## config.mk

```make
export PLATFORM = sky130hd
export DESIGN_NAME = control_frecuencia_flat
export DESIGN_NICKNAME = d
export VERILOG_FILES = /design/src/rtl/control_frecuencia_pkg.sv /design/src/rtl/control_frecuencia_if.sv /design/src/rtl/control_frecuencia_sincronizador_flanco.sv /design/src/rtl/control_frecuencia.sv /design/src/flat_wrapper.sv
export SDC_FILE = /design/constraint.sdc
export NUM_CORES = 1
export LEC_CHECK = 0
export BUFFER_PORTS_ARGS = -buffer_cell sky130_fd_sc_hd__buf_2
export CAP_MARGIN = 10
export CORE_MARGIN = 4
export CORE_UTILIZATION = 45
export DETAILED_ROUTE_END_ITERATION = 10
export PLACE_DENSITY = 0.64
export SLEW_MARGIN = 5
export SYNTH_ARGS = -nofsm -noshare
export SYNTH_HDL_FRONTEND = slang
export SYNTH_SLANG_ARGS = --single-unit
```

## constraint.sdc

```tcl
create_clock -name CLK -period 1.74 [get_ports CLK]
set_input_delay 0.261 -clock CLK [delete_from_list [all_inputs] [get_ports CLK]]
set_output_delay 0.261 -clock CLK [all_outputs]
set_load 0.05 [all_outputs]
```

## src/rtl/control_frecuencia_pkg.sv

```systemverilog
// Shared definitions for the frequency-select sequencer.
// Holds the FSM state encoding, the select-code width and the default
// parameter values used by control_frecuencia and its interface.
package control_frecuencia_pkg;

  localparam int FREQ_W            = 3;
  localparam int NUM_FREQ_DEF      = 8;
  localparam int FREQ_RESET_DEF    = 0;
  localparam int TIMEOUT_DEF       = 255;
  localparam int SETTLE_CYCLES_DEF = 4;

  typedef logic [FREQ_W-1:0] freq_t;

  // FSM state encoding (kept as plain constants for legacy tooling).
  localparam logic [1:0] ST_IDLE    = 2'd0;
  localparam logic [1:0] ST_PENDING = 2'd1;
  localparam logic [1:0] ST_APPLY   = 2'd2;
  localparam logic [1:0] ST_SETTLE  = 2'd3;

endpackage

```

## src/rtl/control_frecuencia_if.sv

```systemverilog
// Signal bundle between the button/divider environment and the sequencer.
//   Subir, Bajar        : button levels, asynchronous to the clock
//   Tick                : one-cycle pulse at the end of each divided period
//   Frecuencia_Escogida : current select code
//   Div_Reset           : one-cycle divider restart, coincident with a change
//   Ocupado             : high while the sequencer is not idle
//   Limite              : one-cycle pulse when a step is refused at min/max
//   estado              : current FSM state, for observation only
// There is no valid/ready handshake here: Subir/Bajar are levels whose
// rising edges are requests, and Tick/Div_Reset/Limite are single-cycle
// strobes that are never back-pressured.
// master drives the inputs (environment/bench), slave is the sequencer.
interface control_frecuencia_if;
  import control_frecuencia_pkg::*;

  logic  Subir;
  logic  Bajar;
  logic  Tick;
  freq_t Frecuencia_Escogida;
  logic  Div_Reset;
  logic  Ocupado;
  logic  Limite;
  logic [1:0] estado;

  modport master (
    output Subir, Bajar, Tick,
    input  Frecuencia_Escogida, Div_Reset, Ocupado, Limite, estado
  );

  modport slave (
    input  Subir, Bajar, Tick,
    output Frecuencia_Escogida, Div_Reset, Ocupado, Limite, estado
  );
endinterface

```

## src/rtl/control_frecuencia_sincronizador_flanco.sv

```systemverilog
// Two-flop synchronizer followed by a rising-edge detector.
//   clk   : system clock
//   rst_n : asynchronous active-low reset
//   din   : asynchronous level input
//   req   : one-cycle pulse for each rising edge of the synchronized level
// A rise of din before edge k makes req high in the cycle after edge k+1.
module sincronizador_flanco (
  input  logic clk,
  input  logic rst_n,
  input  logic din,
  output logic req
);

  logic sync1;
  logic sync2;
  logic prev;

  always_ff @(posedge clk or negedge rst_n) begin
    if (!rst_n) begin
      sync1 <= 1'b0;
      sync2 <= 1'b0;
      prev  <= 1'b0;
    end else begin
      sync1 <= din;
      sync2 <= sync1;
      prev  <= sync2;
    end
  end

  assign req = sync2 & ~prev;

endmodule

```

## src/rtl/control_frecuencia.sv

```systemverilog
// Frequency-select sequencer.
// Turns up/down button edges into saturating select-code steps and applies
// each change only at a divided-clock period boundary (Tick) or after a
// timeout, restarting the divider with Div_Reset so no runt pulse appears.
//   CLK   : system clock
//   Reset : asynchronous active-low reset
//   bus   : control_frecuencia_if.slave (buttons, Tick, code and status)
module control_frecuencia
  import control_frecuencia_pkg::*;
#(
  parameter int NUM_FREQ      = NUM_FREQ_DEF,
  parameter int FREQ_RESET    = FREQ_RESET_DEF,
  parameter int TIMEOUT       = TIMEOUT_DEF,
  parameter int SETTLE_CYCLES = SETTLE_CYCLES_DEF
) (
  input  logic                 CLK,
  input  logic                 Reset,
  control_frecuencia_if.slave  bus
);

  localparam freq_t      CODE_MAX    = freq_t'(NUM_FREQ - 1);
  localparam freq_t      CODE_RESET  = freq_t'(FREQ_RESET);
  localparam logic [7:0] TO_LAST     = 8'(TIMEOUT - 1);
  localparam logic [3:0] SETTLE_LAST = 4'(SETTLE_CYCLES - 1);

  logic       req_up;
  logic       req_dn;
  logic [1:0] state;
  logic [1:0] next_state;
  freq_t      freq_q;
  freq_t      target_q;
  logic [7:0] cnt_to;
  logic [3:0] cnt_settle;
  logic       div_reset_q;
  logic       ocupado_q;
  logic       limite_q;

  logic       up_only;
  logic       dn_only;
  logic       up_ok;
  logic       dn_ok;
  logic       at_limit;

  sincronizador_flanco u_sinc_subir (
    .clk   (CLK),
    .rst_n (Reset),
    .din   (bus.Subir),
    .req   (req_up)
  );

  sincronizador_flanco u_sinc_bajar (
    .clk   (CLK),
    .rst_n (Reset),
    .din   (bus.Bajar),
    .req   (req_dn)
  );

  // Simultaneous up and down requests cancel each other out entirely.
  assign up_only  = req_up & ~req_dn;
  assign dn_only  = req_dn & ~req_up;
  assign up_ok    = up_only & (freq_q != CODE_MAX);
  assign dn_ok    = dn_only & (freq_q != '0);
  assign at_limit = (up_only & (freq_q == CODE_MAX)) |
                    (dn_only & (freq_q == '0));

  always_comb begin
    next_state = state;
    case (state)
      ST_IDLE:    if (up_ok || dn_ok) next_state = ST_PENDING;
      // The timeout count equals the number of cycles already spent here,
      // so the forced change leaves PENDING after TIMEOUT cycles.
      ST_PENDING: if (bus.Tick || cnt_to == TO_LAST) next_state = ST_APPLY;
      ST_APPLY:   next_state = ST_SETTLE;
      ST_SETTLE:  if (cnt_settle == SETTLE_LAST) next_state = ST_IDLE;
      default:    next_state = ST_IDLE;
    endcase
  end

  always_ff @(posedge CLK or negedge Reset) begin
    if (!Reset) begin
      state       <= ST_IDLE;
      freq_q      <= CODE_RESET;
      target_q    <= '0;
      cnt_to      <= '0;
      cnt_settle  <= '0;
      div_reset_q <= 1'b0;
      ocupado_q   <= 1'b0;
      limite_q    <= 1'b0;
    end else begin
      state       <= next_state;
      ocupado_q   <= (next_state != ST_IDLE);
      div_reset_q <= 1'b0;
      limite_q    <= 1'b0;
      case (state)
        ST_IDLE: begin
          cnt_to     <= '0;
          cnt_settle <= '0;
          if (up_ok)      target_q <= freq_q + freq_t'(1);
          else if (dn_ok) target_q <= freq_q - freq_t'(1);
          limite_q <= at_limit;
        end
        ST_PENDING: begin
          if (next_state == ST_APPLY) cnt_to <= '0;
          else                        cnt_to <= cnt_to + 8'd1;
        end
        ST_APPLY: begin
          // Code and divider restart become visible together.
          freq_q      <= target_q;
          div_reset_q <= 1'b1;
        end
        ST_SETTLE: begin
          if (cnt_settle == SETTLE_LAST) cnt_settle <= '0;
          else                           cnt_settle <= cnt_settle + 4'd1;
        end
        default: begin
          cnt_to     <= '0;
          cnt_settle <= '0;
        end
      endcase
    end
  end

  assign bus.Frecuencia_Escogida = freq_q;
  assign bus.Div_Reset           = div_reset_q;
  assign bus.Ocupado             = ocupado_q;
  assign bus.Limite              = limite_q;
  assign bus.estado              = state;

endmodule

```

## src/flat_wrapper.sv

```systemverilog
// flat-port wrapper written by rule: the top's interface ports become plain ports
module control_frecuencia_flat import control_frecuencia_pkg::*;
#(
  parameter int NUM_FREQ      = NUM_FREQ_DEF,
  parameter int FREQ_RESET    = FREQ_RESET_DEF,
  parameter int TIMEOUT       = TIMEOUT_DEF,
  parameter int SETTLE_CYCLES = SETTLE_CYCLES_DEF
)
  (CLK, Reset, bus_Subir, bus_Bajar, bus_Tick, bus_Frecuencia_Escogida, bus_Div_Reset, bus_Ocupado, bus_Limite, bus_estado);
  control_frecuencia_if bus_i ();
  input  logic CLK;
  input  logic Reset;
  input wire logic [$bits(bus_i.Subir)-1:0] bus_Subir;
  input wire logic [$bits(bus_i.Bajar)-1:0] bus_Bajar;
  input wire logic [$bits(bus_i.Tick)-1:0] bus_Tick;
  output wire logic [$bits(bus_i.Frecuencia_Escogida)-1:0] bus_Frecuencia_Escogida;
  output wire logic [$bits(bus_i.Div_Reset)-1:0] bus_Div_Reset;
  output wire logic [$bits(bus_i.Ocupado)-1:0] bus_Ocupado;
  output wire logic [$bits(bus_i.Limite)-1:0] bus_Limite;
  output wire logic [$bits(bus_i.estado)-1:0] bus_estado;
  assign bus_i.Subir = bus_Subir;
  assign bus_i.Bajar = bus_Bajar;
  assign bus_i.Tick = bus_Tick;
  assign bus_Frecuencia_Escogida = bus_i.Frecuencia_Escogida;
  assign bus_Div_Reset = bus_i.Div_Reset;
  assign bus_Ocupado = bus_i.Ocupado;
  assign bus_Limite = bus_i.Limite;
  assign bus_estado = bus_i.estado;
  control_frecuencia #(.NUM_FREQ(NUM_FREQ), .FREQ_RESET(FREQ_RESET), .TIMEOUT(TIMEOUT), .SETTLE_CYCLES(SETTLE_CYCLES)) u_core (.CLK(CLK), .Reset(Reset), .bus(bus_i));
endmodule
```

==> impl_results.md <==
- Run status: complete, but fails checks
- Failing checks: negative setup slack
- Startpoint types: flop
- Final setup viols: 4
- DRT Pass-1 Iters: 4
- Gate power share: 0.572
- Setup ws final: -0.01173 ns
- Clk slew on worst S/H paths: 0.09 ns
- CP arrival: 1.97 ns
- Vias in the first global route: 1,217
- Pre-CTS WS: -0.04417 ns
- Layout cells sized above 1: 0.4153
- 1st-iter DRT viols: 69
- Ant diodes: 0
- Overall Global Routing Usage: 0.1700
- Number of top-level pins: 13
- Library cells used by synthesis: 34
- Register share of total power: 0.306
- Max-Cap Viols: 0
- GPL Wtd Cong: 0.8287
- Setup TNS: -0.02980 ns
- CTS H-tree lvls: 2
- First-pass GRT wire length: 5.499 mm
- Internal: 1.741 mW
- Final min period: 1.752 ns
- Layout Skew: 0.003583 ns
- Synth area leader: dfrtp_1
- Clk pwr share: 0.122
- Asr flop ratio synth: 1.000
- Starting Density: 0.4758
- Core region area: 3103 um2
- Max Clk Rate: 570.9 MHz
- Initial antenna violation count: 0
- Hold Crit Class: in2reg
- Setup crit end kind: flop
- WL final: 3.080 mm
- Area growth from synthesis to layout: 31.02%
- Most area-consuming cells after synthesis: dfrtp_1, ha_1, nand2_1, o221ai_1, mux2_2
- Slew Limit Headroom: 0.5750
- Switching share of total power: 0.4570
- Power per cell area: 1658 nW/um2
- Prevailing post-synth register cell: dfrtp_1
- RSZ-0062 raised after global routing: yes
- Leak: 0.8836 nW
- Post-DP Area: 1789 um2
- Synthesized flop and latch total: 29
- # clock sinks: 29
- CP Max Fanout: 9
- Total CTS buffers: 5
- Worst-Margin Slew: 0.6375 ns
- Synthesis Warnings: 0
- Chip height: 65.28 um
- Via count of the routed design: 1,182
- HPWL reported at the end of detailed placement: 2.187 mm
- Row count: 20
- Routed WL per cell: 13.57 um
- Via density: 5.207
- Number of synthesized flops with an enable pin: 0
- Syn nets: 154
- Filler cells: 275
- Critical Path RT: 1.95 ns
- Worst setup path class: reg2reg
- Die area: 4261 um2
- CTS Root Cell: clkbuf_4
- CTS tree: done
- NumNets Final: 195
- Mapped Avg Cell Area: 10.47 um2
- GR Overflow Total: 0
- Die width: 65.28 um
- Yosys top cell area share: 0.4915
- Register area share after synthesis: 0.4915
- Worst-Skew Late Latency: 0.32 ns
- CTS Buffer Depth: 2
- Final period util: 1.007
- Pins Over Slew Limit: 0
- Final Util: 0.6234
- Peak VDD IR: 1.333 mV
- Remaining DRCs: 0
- Psw: 1.465 mW
- Post-Syn Area: 1476 um2
- Final Hold Fails: 0
- Post-synthesis cell count: 141
- Post-route ant nets: 0
- Pin count of the biggest net entering global routing: 30
- Final Cell Area: 1934 um2
- I/O Buffers: 12
routing by layer:
layer,GRT usage,wire length [um],vias up
met1,0.2070,1397,580
li1,-,-,580
met4,0.07254,58,0
met2,0.2794,1523,15
met3,0.04957,100,7
met5,0,0,-
through the flow:
| step | instances | hold slack [ns] | power, mW |
|---|---|---|---|
| floorplan | 141 | -0.03459 | 2.083 |
| global placement | 217 | 0.3194 | 2.564 |
| detailed placement | 217 | 0.3233 | 2.621 |
| CTS | 227 | 0.008456 | 3.079 |
| global route | 227 | 0.0001022 | 3.435 |
| finish | 227 | 0.03273 | 3.206 |
worst paths after layout:
kind	end	start	slack, ns	depth (start not counted)
setup / recovery	u_core.cnt_to[4]$_DFFE_PN0P_	u_core.cnt_settle[0]$_DFFE_PN0P_	-0.01	7
hold reg to reg	u_core.u_sinc_bajar.sync2$_DFF_PN0_	u_core.u_sinc_bajar.sync1$_DFF_PN0_	0.36	0
min in group asynchronous	u_core.target_q[2]$_DFFE_PN0P_	Reset	0.48	2
max in group asynchronous	u_core.bus.estado[1]$_DFF_PN0_	Reset	0.81	2
hold / removal	u_core.u_sinc_bajar.sync1$_DFF_PN0_	bus_Bajar	0.03	1
setup reg to reg	u_core.cnt_to[4]$_DFFE_PN0P_	u_core.cnt_settle[0]$_DFFE_PN0P_	-0.01	7
flip-flops by register name, summed over array words and instances, names as in the netlist:
| register | count |
|---|---|
| u_core.cnt_to | 8 |
| u_core.cnt_settle | 4 |
| u_core.bus.Frecuencia_Escogida | 3 |
| u_core.target_q | 3 |
| u_core.bus.estado | 2 |
| u_core.bus.Div_Reset | 1 |
| u_core.bus.Limite | 1 |
| u_core.bus.Ocupado | 1 |
| u_core.u_sinc_bajar.prev | 1 |
| u_core.u_sinc_bajar.sync1 | 1 |
| u_core.u_sinc_bajar.sync2 | 1 |
| u_core.u_sinc_subir.prev | 1 |
| u_core.u_sinc_subir.sync1 | 1 |
| u_core.u_sinc_subir.sync2 | 1 |
synth_stat cells, types with 2 or more instances:
| cell type | instances |
|---|---|
| dfrtp_1 | 29 |
| nand2_1 | 22 |
| nor2_1 | 8 |
| ha_1 | 7 |
| a21oi_1 | 6 |
| nand3_1 | 6 |
| nor2b_1 | 6 |
| o21ai_0 | 6 |
| o221ai_1 | 6 |
| and2_1 | 5 |
| inv_1 | 5 |
| nor3_1 | 5 |
| mux2_2 | 4 |
| nand2b_1 | 3 |
| o21ai_1 | 3 |
| and3_1 | 2 |
what timing repair did:
action / CTS / global route
buffers inserted: 1 / 0
hold endpoints to repair: 29 / 0
hold buffers: 1 / 0
resized for setup: 5 / 11
setup endpoints to repair: 10 / 10
gates cloned: 0 / 0
pin swaps: 3 / 3
cell type report:
class	count	area [um2]	area share
repair buffers	35	235.2	0.1216
well taps	44	55.05	0.02846
inverters	5	18.77	0.009702
multi-input cells	106	842.1	0.4353
clock inverters	2	10.01	0.005175
clock buffers	6	41.29	0.02135
flip-flops and latches	29	732.0	0.3784
power by group through the flow:
stage	Combinational, mW	Clock (mW)	Sequential [mW]
2_1_floorplan	0.810	0	1.27
3_3_place_gp	1.58	0	0.985
3_5_place_dp	1.63	0	0.994
4_1_cts	1.69	0.413	0.980
5_1_grt	1.98	0.444	1.01
6_report	1.83	0.391	0.982
cell families after synthesis:
group / share of synthesized area
xor gates and xnor gates: 0.005933
adders and majority gates: 0.07288
and+or+nand+nor: 0.2119
AOI/OAI and AO/OA: 0.1653
DFF: 0.4915
muxes: 0.03729
buffers and inverters: 0.01525
cell usage in the layout, fill, tap and decap left out, drive strengths merged, types with 2 or more instances in the layout:
cell / count
nand2: 22
mux2: 4
or2: 2
inv: 5
clkbuf: 6
o21ai: 10
a21oi: 7
nor2b: 6
buf: 34
and2: 5
nor2: 8
nand3: 6
ha: 7
and3: 2
o221ai: 6
dfrtp: 29
nand2b: 3
nor3: 5
clkinv: 2
critical path, cell delays in order (launching register included):
cell and delay, ns:
dfrtp_1 0.37, ha_2 0.19, nand2b_1 0.07, o21a_1 0.21
a2111oi_4 0.38, a21oi_4 0.13, o221ai_1 0.21, nand2_1 0.07
Note: power is estimated with default switching activity, not from simulation.
